`src/rtl/dpll_lock_detect.sv`:
```
// dpll_lock_detect
//   Monitors the dpll stage from the master clock domain. Rising edges of the
//   reference clock (clk_fin) and the recovered clock (clk_fout) are compared
//   to produce a signed phase error per reference cycle. A debounced lock
//   indicator and a loss-of-reference flag are derived from that error.
//
// Handshake: phase_valid is a one-cycle pulse with no back-pressure. phase_err
//   is updated in the same cycle as the pulse and holds its value between
//   pulses. Consumers must sample phase_err while phase_valid is high.
//
// Ports
//   clk          master clock (dpll clock)
//   reset        synchronous, active-high reset
//   clk_fin      reference clock, asynchronous to clk
//   clk_fout     dpll output clock, synchronous to clk
//   phase_err    signed error: +N means fout rose N clk after fin, -N means fout led
//   phase_valid  one-cycle pulse marking a new phase_err
//   locked       debounced lock status
//   fin_lost     no reference edge for 2*MAX_ERR+1 clk cycles
//   phase_state  debug view of the phase FSM (0 IDLE, 1 WAIT_FOUT, 2 WAIT_FIN)
//   lock_state   debug view of the lock FSM  (0 UNLOCKED, 1 LOCKING, 2 LOCKED)
module dpll_lock_detect #(
    parameter int ERR_W        = 9,
    parameter int WINDOW       = 8,
    parameter int LOCK_COUNT   = 16,
    parameter int UNLOCK_COUNT = 4
) (
    input  logic               clk,
    input  logic               reset,
    input  logic               clk_fin,
    input  logic               clk_fout,
    output logic signed [ERR_W:0] phase_err,
    output logic               phase_valid,
    output logic               locked,
    output logic               fin_lost,
    output logic [1:0]         phase_state,
    output logic [1:0]         lock_state
);

    localparam int GW = $clog2(LOCK_COUNT + 1);
    localparam int BW = $clog2(UNLOCK_COUNT + 1);

    localparam logic [ERR_W-1:0]        CNT_MAX     = '1;
    localparam logic [ERR_W:0]          GAP_LOST    = '1;  // 2*MAX_ERR+1
    localparam logic signed [ERR_W:0]   ERR_POS_MAX = {1'b0, CNT_MAX};
    localparam logic signed [ERR_W:0]   ERR_NEG_MAX = -ERR_POS_MAX;
    localparam logic [ERR_W:0]          WIN         = (ERR_W+1)'(WINDOW);
    localparam logic [GW-1:0]           LOCK_LAST   = GW'(LOCK_COUNT - 1);
    localparam logic [BW-1:0]           UNLOCK_LAST = BW'(UNLOCK_COUNT - 1);

    typedef enum logic [1:0] {IDLE = 2'd0, WAIT_FOUT = 2'd1, WAIT_FIN = 2'd2} phase_state_t;
    typedef enum logic [1:0] {UNLOCKED = 2'd0, LOCKING = 2'd1, LOCKED = 2'd2} lock_state_t;

    // Alignment: two flops on each input so both paths see equal latency,
    // then one more flop for rising-edge detection.
    logic fin_s1, fin_s2, fin_d;
    logic fout_s1, fout_s2, fout_d;
    logic fin_rise, fout_rise;

    always_ff @(posedge clk) begin
        if (reset) begin
            fin_s1  <= 1'b0;
            fin_s2  <= 1'b0;
            fin_d   <= 1'b0;
            fout_s1 <= 1'b0;
            fout_s2 <= 1'b0;
            fout_d  <= 1'b0;
        end else begin
            fin_s1  <= clk_fin;
            fin_s2  <= fin_s1;
            fin_d   <= fin_s2;
            fout_s1 <= clk_fout;
            fout_s2 <= fout_s1;
            fout_d  <= fout_s2;
        end
    end

    assign fin_rise  = fin_s2 & ~fin_d;
    assign fout_rise = fout_s2 & ~fout_d;

    // Watchdog on the reference. lost_hit is the single cycle in which the
    // gap counter reaches its terminal value; it resets both FSMs.
    logic [ERR_W:0] fin_gap;
    logic           lost_hit;

    assign lost_hit = ~fin_rise && (fin_gap == GAP_LOST - 1'b1);

    always_ff @(posedge clk) begin
        if (reset) begin
            fin_gap  <= '0;
            fin_lost <= 1'b0;
        end else begin
            if (fin_rise)
                fin_gap <= '0;
            else if (fin_gap != GAP_LOST)
                fin_gap <= fin_gap + 1'b1;

            if (fin_rise)
                fin_lost <= 1'b0;
            else if (lost_hit)
                fin_lost <= 1'b1;
        end
    end

    // Phase FSM: whichever edge arrives first while idle starts the count;
    // the other edge closes it. A repeat of the starting edge means the other
    // clock missed a whole cycle and is reported as a saturated error.
    phase_state_t   ps;
    logic [ERR_W-1:0] cnt;

    always_ff @(posedge clk) begin
        if (reset) begin
            ps          <= IDLE;
            cnt         <= '0;
            phase_err   <= '0;
            phase_valid <= 1'b0;
        end else begin
            phase_valid <= 1'b0;
            if (lost_hit) begin
                ps  <= IDLE;
                cnt <= '0;
            end else begin
                case (ps)
                    IDLE: begin
                        if (fin_rise && fout_rise) begin
                            phase_err   <= '0;
                            phase_valid <= 1'b1;
                        end else if (fin_rise) begin
                            ps  <= WAIT_FOUT;
                            cnt <= ERR_W'(1);
                        end else if (fout_rise) begin
                            ps  <= WAIT_FIN;
                            cnt <= ERR_W'(1);
                        end
                    end
                    WAIT_FOUT: begin
                        if (fout_rise) begin
                            phase_err   <= signed'({1'b0, cnt});
                            phase_valid <= 1'b1;
                            ps          <= IDLE;
                        end else if (fin_rise) begin
                            phase_err   <= ERR_POS_MAX;
                            phase_valid <= 1'b1;
                            cnt         <= ERR_W'(1);
                        end else if (cnt == CNT_MAX) begin
                            phase_err   <= ERR_POS_MAX;
                            phase_valid <= 1'b1;
                            ps          <= IDLE;
                        end else begin
                            cnt <= cnt + 1'b1;
                        end
                    end
                    WAIT_FIN: begin
                        if (fin_rise) begin
                            phase_err   <= -signed'({1'b0, cnt});
                            phase_valid <= 1'b1;
                            ps          <= IDLE;
                        end else if (fout_rise) begin
                            phase_err   <= ERR_NEG_MAX;
                            phase_valid <= 1'b1;
                            cnt         <= ERR_W'(1);
                        end else if (cnt == CNT_MAX) begin
                            phase_err   <= ERR_NEG_MAX;
                            phase_valid <= 1'b1;
                            ps          <= IDLE;
                        end else begin
                            cnt <= cnt + 1'b1;
                        end
                    end
                    default: ps <= IDLE;
                endcase
            end
        end
    end

    assign phase_state = ps;

    // Sample classification on the registered error.
    logic [ERR_W:0] err_mag;
    logic           good_sample;

    assign err_mag     = phase_err[ERR_W] ? -phase_err : phase_err;
    assign good_sample = (err_mag <= WIN) && (err_mag != ERR_POS_MAX);

    // Lock FSM: consumes each phase_valid pulse the cycle after it appears.
    lock_state_t    ls;
    logic [GW-1:0]  good_cnt;
    logic [BW-1:0]  bad_cnt;

    always_ff @(posedge clk) begin
        if (reset || lost_hit) begin
            ls       <= UNLOCKED;
            good_cnt <= '0;
            bad_cnt  <= '0;
            locked   <= 1'b0;
        end else if (phase_valid) begin
            case (ls)
                UNLOCKED: begin
                    if (good_sample) begin
                        if (LOCK_COUNT == 1) begin
                            ls     <= LOCKED;
                            locked <= 1'b1;
                        end else begin
                            ls       <= LOCKING;
                            good_cnt <= GW'(1);
                        end
                    end
                end
                LOCKING: begin
                    if (!good_sample) begin
                        ls       <= UNLOCKED;
                        good_cnt <= '0;
                    end else if (good_cnt == LOCK_LAST) begin
                        ls       <= LOCKED;
                        locked   <= 1'b1;
                        good_cnt <= '0;
                        bad_cnt  <= '0;
                    end else begin
                        good_cnt <= good_cnt + 1'b1;
                    end
                end
                LOCKED: begin
                    if (good_sample) begin
                        bad_cnt <= '0;
                    end else if (bad_cnt == UNLOCK_LAST) begin
                        ls      <= UNLOCKED;
                        locked  <= 1'b0;
                        bad_cnt <= '0;
                    end else begin
                        bad_cnt <= bad_cnt + 1'b1;
                    end
                end
                default: begin
                    ls     <= UNLOCKED;
                    locked <= 1'b0;
                end
            endcase
        end
    end

    assign lock_state = ls;

endmodule

```
`config.mk`:
```
export PLATFORM = sky130hd
export DESIGN_NAME = dpll_lock_detect
export DESIGN_NICKNAME = d
export VERILOG_FILES = /design/src/rtl/dpll_lock_detect.sv
export SDC_FILE = /design/constraint.sdc
export NUM_CORES = 1
export LEC_CHECK = 0
export CORE_ASPECT_RATIO = 1.1
export CORE_UTILIZATION = 63
export CTS_BUF_LIST = sky130_fd_sc_hd__clkbuf_16
export CTS_CLUSTER_DIAMETER = 40
export DETAILED_ROUTE_END_ITERATION = 16
export HOLD_SLACK_MARGIN = 0.03
export PLACE_DENSITY = 0.85
export SLEW_MARGIN = 40
export SYNTH_ARGS = -nofsm -noshare
export SYNTH_HDL_FRONTEND = slang
export SYNTH_SLANG_ARGS = --single-unit
```
`constraint.sdc`:
```
create_clock -name clk -period 5.4 [get_ports clk]
set_clock_uncertainty 0.15 [all_clocks]
set_input_delay 0.81 -clock clk [delete_from_list [all_inputs] [get_ports clk]]
set_output_delay 0.81 -clock clk [all_outputs]
set_load 0.02 [all_outputs]
```
==> results.yml <==
outcome:
  status: "completed"
run:
  maxCapViolCount: 0
routing:
  drc: 0
  drt_iter0_drc: 170
  vias: 2809
  antenna_left: 0
  routed_wl_um: 6441
  firstDrtPassIters: 4
  avgRoutedWirePerCell_um: 14.81
  via_per_inst: 6.457
final_layout:
  area_growth_pct: 11.26
  fin_cells: 435
  antenna_cells: 0
  n_fill_cell: 344
  regArea_mm2: 0.001001
  layout-drive-gt1-share_pct: 4.724
  layout.nets: 396
  multi_input_area_mm2: 0.001826
sta:
  period_minus_slack_ps: 2851
  slew_headroom_pct: 45.41
  rsz0062_at_grt: "false"
  setup_violations: 0
  fmax_mhz: 350.8
  hold_viol_final: 0
  layout_setup_ws_ps: 2549
  drv_slew: 0
  tightest_slew_ps: 815.8
  tns_ps: 0
  post-route-period-util_pct: 52.79
global_routing:
  grt_pass1_wl_um: 10930
  grt_max_degree: 20
  gr-total-overflow: 0
  grt_pass1_vias: 2603
  grt_use_total_pct: 28.10
  antenna_found_initial: 0
cts:
  clock_sinks: 50
  cts_hold_buf: 0
  cts_buffers: 5
  htree_levels: 2
  cts_buffer_depth: 2
  clockRootBuffer: "clkbuf_16"
  clk_latency_ps: 290
  clk_pin_slew_worst_paths_ps: 70
  cts_setup_buffers: 0
  cts_tree: "yes"
  cts_resized: 0
power_and_ir_drop:
  p_int_mw: 0.6182
  seq_power_share_pct: 47.4
  power.switching_mw: 0.1854
  p_total_mw: 0.8037
  swShare_pct: 23.08
  power.density_mw_per_mm2: 241.7
  clkPwrFrac_pct: 43.3
  p_comb_share_pct: 9.3
  leakage_nw: 1.176
  ir_drop_v: 0.0001815
floorplanning:
  core_mm2: 0.004410
  die_y_um: 74.25
  initial_core_util_pct: 67.77
  pin_count: 21
  row_count: 25
  dieArea_mm2: 0.005025
  die_x_um: 67.68
synth:
  synth_area_mm2: 0.002989
  synth-seq-cells: 50
  ys_types: 63
  yosys_warnings: 0
  ys.flop_type: "dfxtp_1"
  seq_area_frac_synth_pct: 33.49
  syn_nets: 395
  synthArstFlopShare_pct: 0
  syn_area_per_cell_um2: 7.866
  syn_inst: 380
  synth_edf_count: 0
critical_path:
  cp_max_fo: 11
  critPathLaunchType: "flop"
  path_buf_inv: 1
  crit_required_ps: 5470
  critical_path.cell_chain: "inv_1 -> ha_1 -> and3b_1 -> a211o_1 -> a31oi_1 -> and3_1 -> a41oi_1 -> nor3_1"
  setup.worst_path.end_class: "flop"
  cpPeakStageDelay_ps: 610
  slowest_stage: "a31oi_1"
  critical-path-top-delay-family: "compound AO/OA/AOI/OAI gates"
  worst-setup-path-type: "flop to flop"
  cp.arrival_ps: 2920
place:
  hpwl_um: 4629
  gp_congestion: 0.8768
  pre_cts_ws_ps: 2340
  dpl.cell_count: 428
  portBuffers: 20
min_path:
  min_path_type: "flop to flop"
## area by class of cell
cell class              instances  share of cell area (%)
multi-input cells             287                   54.89
flip-flops and latches         50                   30.10
repair buffers                 21                   6.245
clock buffers                   5                   3.762
well taps                      54                   2.032
inverters                      16                   1.806
clock inverters                 2                   1.166
## power by group through the flow
stage	clock (mW)	combinational (mW)	sequential, mW
6_report	0.348	0.0749	0.381
3_5_place_dp	0	0.0739	0.389
2_1_floorplan	0	0.0562	0.389
3_3_place_gp	0	0.0719	0.389
5_1_grt	0.366	0.0834	0.382
4_1_cts	0.354	0.0741	0.381
## placed cells by master (no fill, tap or decap), drive strengths merged, types with 12 or more instances in the layout
master / count
a21oi: 37
and3: 12
clkdlybuf4s50: 20
dfxtp: 50
inv: 16
nand2: 33
nand3: 16
nor2: 33
nor2b: 12
nor3: 15
o21ai: 13
## metrics by stage
stage	hold slack (ps)	utilization, %	instance area (µm²)
after global placement	268.2	71.69	3162
after floorplan	257.9	-	2989
after detailed placement	279.1	71.69	3162
after CTS	295.6	75.40	3326
final	291.3	75.40	3326
after global routing	313.9	75.40	3326
## cells in the mapped netlist (3+ instances only)
cell type | instances | area (µm²)
a211oi_1 | 7 | 52.55
a21oi_1 | 37 | 185.2
a31oi_1 | 8 | 50.05
and3_1 | 12 | 75.07
and4_1 | 5 | 43.79
clkbuf_1 | 26 | 97.59
dfxtp_1 | 50 | 1001
ha_1 | 11 | 137.6
inv_1 | 16 | 60.06
nand2_1 | 33 | 123.9
nand2b_1 | 6 | 37.54
nand3_1 | 16 | 80.08
nand4_1 | 7 | 43.79
nor2_1 | 33 | 123.9
nor2b_1 | 12 | 75.07
nor3_1 | 14 | 70.07
nor4b_1 | 5 | 43.79
o211ai_1 | 5 | 37.54
o21ai_0 | 12 | 60.06
o22ai_1 | 3 | 18.77
xnor2_1 | 4 | 35.03
## logic make-up (layout without fill, tap and decap cells)
| group | after synthesis | count (layout) | synth area share (%) |
|---|---|---|---|
| adder cells (fa/ha/maj) | 11 | 11 | 4.604 |
| AO/OA/AOI/OAI | 108 | 108 | 24.53 |
| XOR/XNOR | 5 | 5 | 1.465 |
| buffers and inverters | 43 | 44 | 5.441 |
| flip-flops | 50 | 50 | 33.49 |
| AND/OR/NAND/NOR | 161 | 161 | 29.39 |
| multiplexers | 2 | 2 | 1.088 |
## final timing paths
check,start,endpoint,slack [ps],cells after the start
max,phase_state[0],cnt[6],2550,8
min,fout_s1,fout_s2,290,1
max reg2reg,phase_state[0],cnt[6],2550,8
min reg2reg,fout_s1,fout_s2,290,1
## routing by layer
metal	vias up	GRT usage, %	part of all wire (%)
met5	-	0	0
met4	0	10.87	1.9
met3	12	5.215	3.4
met2	63	51.93	50
met1	1327	31.16	45
li1	1407	-	-
## state kept, by name, summed over array words and instances (netlist names)
register,count
bad_cnt,3
cnt,9
fin_d,1
fin_gap,10
fin_lost,1
fin_s1,1
fin_s2,1
fout_d,1
fout_s1,1
fout_s2,1
good_cnt,5
lock_state,2
locked,1
phase_err,10
phase_state,2
phase_valid,1
No activity file was read; power rests on OpenSTA's default activity.
